==> src/rtl/neuron_layer_seq_if.sv <==
// Bundles the start/activation inputs, the weight/bias ROM port and the result stream of
// neuron_layer_seq. The master modport is the sequencer side; slave is the environment.
interface neuron_layer_seq_if #(
    parameter int unsigned N_IN  = 10,
    parameter int unsigned N_OUT = 16,
    parameter int unsigned WAW   = 8,
    parameter int unsigned BAW   = 4
) ();
    localparam int unsigned IW = (N_OUT > 1) ? $clog2(N_OUT) : 1;

    logic                 start;
    logic [8*N_IN-1:0]    act_in;
    logic [WAW-1:0]       w_addr;
    logic [BAW-1:0]       b_addr;
    logic                 rom_en;
    logic [7:0]           w_data;
    logic [15:0]          b_data;
    logic                 out_valid;
    logic                 out_ready;
    logic [7:0]           out_data;
    logic [IW-1:0]        out_idx;
    logic                 busy;
    logic                 done;

    modport master (
        input  start, act_in, w_data, b_data, out_ready,
        output w_addr, b_addr, rom_en, out_valid, out_data, out_idx, busy, done
    );

    modport slave (
        output start, act_in, w_data, b_data, out_ready,
        input  w_addr, b_addr, rom_en, out_valid, out_data, out_idx, busy, done
    );
endinterface

==> src/rtl/neuron_layer_seq.sv <==
// Time-multiplexed fully-connected layer: one signed 8x8 MAC walks every neuron in turn,
// then applies ReLU/round/saturate and streams the 8-bit result out with valid/ready.
module neuron_layer_seq #(
    parameter int unsigned N_IN  = 10,
    parameter int unsigned N_OUT = 16,
    parameter int unsigned WAW   = 8,
    parameter int unsigned BAW   = 4
) (
    input  logic               i_clk,
    input  logic               i_reset,
    neuron_layer_seq_if.master io_bus
);
    localparam int unsigned IW = (N_OUT > 1) ? $clog2(N_OUT) : 1;
    localparam int unsigned KW = (N_IN > 1) ? $clog2(N_IN) : 1;

    typedef enum logic [2:0] {StIdle, StFetch, StMac, StAct, StEmit} state_e;

    state_e             r_state, w_state_d;
    logic signed [7:0]  r_act [N_IN];
    logic signed [7:0]  w_act_d [N_IN];
    logic [IW-1:0]      r_n, w_n_d;
    logic [KW-1:0]      r_k, w_k_d;
    logic signed [22:0] r_acc, w_acc_d;
    logic [WAW-1:0]     r_w_addr, w_w_addr_d;
    logic [BAW-1:0]     r_b_addr, w_b_addr_d;
    logic               r_rom_en, w_rom_en_d;
    logic               r_out_valid, w_out_valid_d;
    logic               r_busy, w_busy_d;
    logic               r_done, w_done_d;
    logic [7:0]         r_out_data, w_out_data_d;
    logic [IW-1:0]      r_out_idx, w_out_idx_d;

    logic signed [7:0]  w_weight;
    logic signed [15:0] w_prod;
    logic signed [22:0] w_prod_ext;
    logic signed [22:0] w_bias_ext;
    logic [8:0]         w_round;
    logic [7:0]         w_relu;
    logic               w_last_k;
    logic               w_last_n;
    logic               w_handshake;

    assign w_weight    = io_bus.w_data;
    assign w_prod      = r_act[r_k] * w_weight;
    assign w_prod_ext  = {{7{w_prod[15]}}, w_prod};
    assign w_bias_ext  = {{7{io_bus.b_data[15]}}, io_bus.b_data};
    assign w_last_k    = (r_k == KW'(N_IN - 1));
    assign w_last_n    = (r_n == IW'(N_OUT - 1));
    assign w_handshake = r_out_valid && io_bus.out_ready;

    // Round half-down: only a fraction strictly above 1/2 bumps the integer part.
    always_comb begin
        w_round = {1'b0, r_acc[13:6]} + {8'd0, r_acc[5] & (|r_acc[4:0])};
        w_relu  = 8'd0;
        if (r_acc[22]) begin
            w_relu = 8'd0;
        end else if ((|r_acc[21:13]) || (w_round > 9'd127)) begin
            w_relu = 8'd127;
        end else begin
            w_relu = w_round[7:0];
        end
    end

    always_comb begin
        w_state_d     = r_state;
        w_act_d       = r_act;
        w_n_d         = r_n;
        w_k_d         = r_k;
        w_acc_d       = r_acc;
        w_w_addr_d    = r_w_addr;
        w_b_addr_d    = r_b_addr;
        w_rom_en_d    = 1'b0;
        w_out_valid_d = r_out_valid;
        w_out_data_d  = r_out_data;
        w_out_idx_d   = r_out_idx;
        w_busy_d      = r_busy;
        w_done_d      = 1'b0;

        unique case (r_state)
            StIdle: begin
                if (io_bus.start) begin
                    for (int j = 0; j < int'(N_IN); j++) begin
                        w_act_d[j] = io_bus.act_in[8*j +: 8];
                    end
                    w_n_d      = '0;
                    w_w_addr_d = '0;
                    w_b_addr_d = '0;
                    w_rom_en_d = 1'b1;
                    w_busy_d   = 1'b1;
                    w_state_d  = StFetch;
                end
            end
            StFetch: begin
                w_k_d     = '0;
                w_state_d = StMac;
                if (N_IN > 1) begin
                    w_w_addr_d = r_w_addr + 1'b1;
                    w_rom_en_d = 1'b1;
                end
            end
            StMac: begin
                if (r_k == '0) begin
                    w_acc_d = w_bias_ext + w_prod_ext;
                end else begin
                    w_acc_d = r_acc + w_prod_ext;
                end
                if (w_last_k) begin
                    w_state_d = StAct;
                end else begin
                    w_k_d = r_k + 1'b1;
                    // Weight addresses are contiguous across neurons, so a plain increment works.
                    if (int'(r_k) + 2 < int'(N_IN)) begin
                        w_w_addr_d = r_w_addr + 1'b1;
                        w_rom_en_d = 1'b1;
                    end
                end
            end
            StAct: begin
                w_out_data_d  = w_relu;
                w_out_idx_d   = r_n;
                w_out_valid_d = 1'b1;
                w_state_d     = StEmit;
            end
            StEmit: begin
                if (w_handshake) begin
                    w_out_valid_d = 1'b0;
                    if (w_last_n) begin
                        w_done_d  = 1'b1;
                        w_busy_d  = 1'b0;
                        w_state_d = StIdle;
                    end else begin
                        w_n_d      = r_n + 1'b1;
                        w_w_addr_d = r_w_addr + 1'b1;
                        w_b_addr_d = r_b_addr + 1'b1;
                        w_rom_en_d = 1'b1;
                        w_state_d  = StFetch;
                    end
                end
            end
            default: w_state_d = StIdle;
        endcase
    end

    always_ff @(posedge i_clk or negedge i_reset) begin
        if (!i_reset) begin
            r_state <= StIdle;
        end else begin
            r_state <= w_state_d;
        end
    end

    always_ff @(posedge i_clk or negedge i_reset) begin
        if (!i_reset) begin
            for (int j = 0; j < int'(N_IN); j++) begin
                r_act[j] <= '0;
            end
            r_n         <= '0;
            r_k         <= '0;
            r_acc       <= '0;
            r_w_addr    <= '0;
            r_b_addr    <= '0;
            r_rom_en    <= 1'b0;
            r_out_valid <= 1'b0;
            r_out_data  <= '0;
            r_out_idx   <= '0;
            r_busy      <= 1'b0;
            r_done      <= 1'b0;
        end else begin
            r_act       <= w_act_d;
            r_n         <= w_n_d;
            r_k         <= w_k_d;
            r_acc       <= w_acc_d;
            r_w_addr    <= w_w_addr_d;
            r_b_addr    <= w_b_addr_d;
            r_rom_en    <= w_rom_en_d;
            r_out_valid <= w_out_valid_d;
            r_out_data  <= w_out_data_d;
            r_out_idx   <= w_out_idx_d;
            r_busy      <= w_busy_d;
            r_done      <= w_done_d;
        end
    end

    assign io_bus.w_addr    = r_w_addr;
    assign io_bus.b_addr    = r_b_addr;
    assign io_bus.rom_en    = r_rom_en;
    assign io_bus.out_valid = r_out_valid;
    assign io_bus.out_data  = r_out_data;
    assign io_bus.out_idx   = r_out_idx;
    assign io_bus.busy      = r_busy;
    assign io_bus.done      = r_done;
endmodule

==> src/flat_wrapper.sv <==
// flat-port wrapper written by rule: the top's interface ports become plain ports
module neuron_layer_seq_flat 
#(
    parameter int unsigned N_IN  = 10,
    parameter int unsigned N_OUT = 16,
    parameter int unsigned WAW   = 8,
    parameter int unsigned BAW   = 4
)
  (i_clk, i_reset, io_bus_start, io_bus_act_in, io_bus_w_data, io_bus_b_data, io_bus_out_ready, io_bus_w_addr, io_bus_b_addr, io_bus_rom_en, io_bus_out_valid, io_bus_out_data, io_bus_out_idx, io_bus_busy, io_bus_done);
  neuron_layer_seq_if #(.N_IN(N_IN), .N_OUT(N_OUT), .WAW(WAW), .BAW(BAW)) io_bus_i ();
  input  logic i_clk;
  input  logic i_reset;
  input wire logic [$bits(io_bus_i.start)-1:0] io_bus_start;
  input wire logic [$bits(io_bus_i.act_in)-1:0] io_bus_act_in;
  input wire logic [$bits(io_bus_i.w_data)-1:0] io_bus_w_data;
  input wire logic [$bits(io_bus_i.b_data)-1:0] io_bus_b_data;
  input wire logic [$bits(io_bus_i.out_ready)-1:0] io_bus_out_ready;
  output wire logic [$bits(io_bus_i.w_addr)-1:0] io_bus_w_addr;
  output wire logic [$bits(io_bus_i.b_addr)-1:0] io_bus_b_addr;
  output wire logic [$bits(io_bus_i.rom_en)-1:0] io_bus_rom_en;
  output wire logic [$bits(io_bus_i.out_valid)-1:0] io_bus_out_valid;
  output wire logic [$bits(io_bus_i.out_data)-1:0] io_bus_out_data;
  output wire logic [$bits(io_bus_i.out_idx)-1:0] io_bus_out_idx;
  output wire logic [$bits(io_bus_i.busy)-1:0] io_bus_busy;
  output wire logic [$bits(io_bus_i.done)-1:0] io_bus_done;
  assign io_bus_i.start = io_bus_start;
  assign io_bus_i.act_in = io_bus_act_in;
  assign io_bus_i.w_data = io_bus_w_data;
  assign io_bus_i.b_data = io_bus_b_data;
  assign io_bus_i.out_ready = io_bus_out_ready;
  assign io_bus_w_addr = io_bus_i.w_addr;
  assign io_bus_b_addr = io_bus_i.b_addr;
  assign io_bus_rom_en = io_bus_i.rom_en;
  assign io_bus_out_valid = io_bus_i.out_valid;
  assign io_bus_out_data = io_bus_i.out_data;
  assign io_bus_out_idx = io_bus_i.out_idx;
  assign io_bus_busy = io_bus_i.busy;
  assign io_bus_done = io_bus_i.done;
  neuron_layer_seq #(.N_IN(N_IN), .N_OUT(N_OUT), .WAW(WAW), .BAW(BAW)) u_core (.i_clk(i_clk), .i_reset(i_reset), .io_bus(io_bus_i));
endmodule
==> config.mk <==
export PLATFORM = sky130hd
export DESIGN_NAME = neuron_layer_seq_flat
export DESIGN_NICKNAME = d
export VERILOG_FILES = /design/src/rtl/neuron_layer_seq_if.sv /design/src/rtl/neuron_layer_seq.sv /design/src/flat_wrapper.sv
export SDC_FILE = /design/constraint.sdc
export NUM_CORES = 1
export LEC_CHECK = 0
export ABC_AREA = 1
export BUFFER_PORTS_ARGS = -buffer_cell sky130_fd_sc_hd__buf_2
export CORE_UTILIZATION = 50
export DETAILED_ROUTE_END_ITERATION = 10
export PLACE_DENSITY = 0.76
export SYNTH_ARGS = -nofsm -noshare
export SYNTH_HDL_FRONTEND = slang
export SYNTH_SLANG_ARGS = --single-unit
==> constraint.sdc <==
create_clock -name i_clk -period 6.75 [get_ports i_clk]
set_input_delay 0.3375 -clock i_clk [delete_from_list [all_inputs] [get_ports i_clk]]
set_output_delay 0.3375 -clock i_clk [all_outputs]
set_load 0.005 [all_outputs]
==> flow_metrics.tcl <==
set metrics [dict create \
    setup_viol 0 \
    grt_pass1_vias 10500 \
    hold_class "in2reg" \
    synth-seq-cells 142 \
    drive_gt1_share_pct 17.2 \
    synth_edf_count 0 \
    grt_overflow 0 \
    drtIter0Drc 842 \
    cts-root-buf "clkbuf_16" \
    synth_compound_area_share_pct 11.4 \
    worst-path-max-fanout 9 \
    clkTransAtPathRegs_ps 80 \
    syn_area_um2 11400 \
    cts_tree "yes" \
    grtUsageTotal_pct 26.7 \
    ys_types 46 \
    synthFlopType "dfrtp_1" \
    drv_slew 0 \
    antenna_left 0 \
    vias_per_cell 5.32 \
    synthMuxAreaShare_pct 0 \
    max_freq_mhz 156 \
    synth.avg_cell_area_um2 7.25 \
    seq_area_frac_synth_pct 31.1 \
    numCtsBuffers 17 \
    synth-simple-area-share_pct 28.0 \
    synth_commonest_cells "nand2_1, inv_1, dfrtp_1" \
    yosys.area_share.xor_xnor_pct 2.15 \
    cp-start-kind "flop" \
    io_buffers 135 \
    endpoint_kind "flop" \
    critPathArrivalTime_ps 6710 \
    antenna_found_initial 0 \
    core_area_um2 22100 \
    finalHoldViolations 0 \
    antenna-diode-count 0 \
    start_util_pct 51.7 \
    synth.top_cell.area_share_pct 31.1 \
    gp_congestion 0.957 \
    critPathSlowestCell "fa_2" \
    max_stage_delay_ps 610 \
    critical_path_required_ps 7060 \
    first_pass_iters 5 \
    clk_latency_ps 430 \
    critPathMostFrequentCell "nand2_1" \
    dieHeight_um 153 \
    worstSetupPathType "reg2reg" \
    wl_per_cell_um 15.2 \
    synth_fa_ha_area_share_pct 18.4 \
    drc_errors 0 \
    synth_cells 1576 \
    status "completed" \
    std_cell_rows 54 \
    grt_pass1_wl_um 50700 \
    placed_cell_area_um2 12400 \
    path_buf_inv 8 \
    area_growth_pct 17.6 \
    synth-async-reset-ratio_pct 100 \
    vias 10600 \
    syn_nets 1818 \
    yosysTopAreaCell "dfrtp_1" \
    die_w_um 153 \
    grt_max_degree 87 \
    crit_family "adder cells" \
    nets 1949 \
    h-tree-depth 4 \
    clock_skew_ps 18.9 \
    fin_crit_sh_pct 94.8 \
    yosysWarnings 0 \
    hpwl_um 23100 \
    max_cap_viol_count 0 \
    final_cell_area_um2 13400 \
    nFillCells 1971 \
    io_pins 136 \
    routed_wl_um 30500 \
    post-route-min-period_ps 6400 \
    relSlewSlack_pct 36.7 \
    clockBufferDepth 2 \
    cts.sinks 142 \
    synth_top_family_by_area "simple AND/OR/NAND/NOR gates" \
    synth_most_common_cell "nand2_1" \
    tightest_slew_ps 950 \
    dieArea_um2 23500 \
    synth.top_cells.by_area "dfrtp_1, nand2_1, fa_1" \
]
final cells by class:
| type | instances | area [um^2] | share of cell area (%) |
|---|---|---|---|
| multi-input cells | 1169 | 7190 | 53.5 |
| flip-flops and latches | 142 | 3560 | 26.5 |
| inverters | 220 | 846 | 6.29 |
| well taps | 280 | 350 | 2.61 |
| clock buffers | 17 | 425 | 3.17 |
| repair buffers | 157 | 857 | 6.38 |
| clock inverters | 15 | 214 | 1.59 |
worst reg2reg max path, delay by kind of cell (launching register included):
kind | cells | cell delay, ps
compound gates | 6 | 750
flops | 1 | 450
xor+xnor | 1 | 230
fa+ha+maj | 6 | 2790
buf+inv | 8 | 770
simple gates | 12 | 1250
logic make-up (layout without fill, tap and decap cells):
kind of cell	count (synthesis)	count (layout)
AND/OR/NAND/NOR	774	774
buffers and inverters	265	409
AO/OA/AOI/OAI	233	233
flip-flops	142	142
adder cells (fa/ha/maj)	134	134
XOR/XNOR	28	28
cell usage in the layout (no fill, tap or decap), drive strengths merged, types with 2 or more instances in the layout:
cell type    n
a211oi       2
a21o         2
a21oi       84
a22o         2
a31oi       13
buf        156
clkbuf      17
clkinv      11
dfrtp      142
fa          57
ha          77
inv        224
nand2      551
nand3       70
nand3b       5
nand4       10
nor2       120
nor3        10
nor4         3
o21a         3
o21ai       99
o21bai       2
o22ai       18
o31ai        3
or2          4
xnor2       10
xor2        18
metrics by stage:
| step | worst slack, ps | utilization [%] | cells | hold WS [ps] | TNS, ps |
|---|---|---|---|---|---|
| floorplan | 722 | - | 1576 | 41.9 | 0 |
| global placement | -57.1 | 56.0 | 1962 | 401 | -111 |
| detailed placement | -118 | 56.0 | 1962 | 404 | -715 |
| CTS | 67.8 | 59.0 | 1995 | 82.7 | 0 |
| global route | -20.2 | 60.8 | 2000 | 100 | -51.9 |
| finish | 352 | 60.8 | 2000 | 86.9 | 0 |
registers in the layout, indices dropped and copies added (netlist names):
register,count
u_core.io_bus.out_idx,4
u_core.r_act,80
u_core.io_bus.busy,1
u_core.io_bus.w_addr,8
u_core.io_bus.done,1
u_core.r_acc,23
u_core.r_state,3
u_core.io_bus.b_addr,4
u_core.r_k,4
u_core.r_n,4
u_core.io_bus.out_valid,1
u_core.io_bus.rom_en,1
u_core.io_bus.out_data,8
final timing paths:
path,slack [ps],from,end,cells past startpoint
worst max register to register,350,u_core.r_k[0],u_core.r_acc[17],33
worst max-delay path,350,u_core.r_k[0],u_core.r_acc[17],33
worst min-delay path,90,io_bus_act_in[1],u_core.r_act[73],3
max in group asynchronous,4800,i_reset,u_core.r_k[1],3
min in group asynchronous,490,i_reset,u_core.io_bus.b_addr[3],2
worst min register to register,480,u_core.io_bus.out_idx[0],u_core.io_bus.out_idx[0],2
per-layer routing:
| metal | vias up | track usage (%) | share of wire [%] |
|---|---|---|---|
| li1 | 5250 | - | - |
| met1 | 4955 | 34.9 | 44 |
| met2 | 367 | 45.1 | 48 |
| met3 | 63 | 4.34 | 5.6 |
| met4 | 0 | 9.04 | 2.5 |
| met5 | - | 0 | 0 |
timing repair:
| item | in CTS | in global routing |
|---|---|---|
| buffers inserted | 0 | 5 |
| hold buffers | 1 | 0 |
| setup endpoints to repair | 9 | 12 |
| endpoints found under the hold margin | 67 | 0 |
| pin swaps | 0 | 5 |
| gates resized for setup | 6 | 78 |
Power is not shown: default switching activity piles up to over one toggle a cycle in this logic, so the estimate is an artifact.
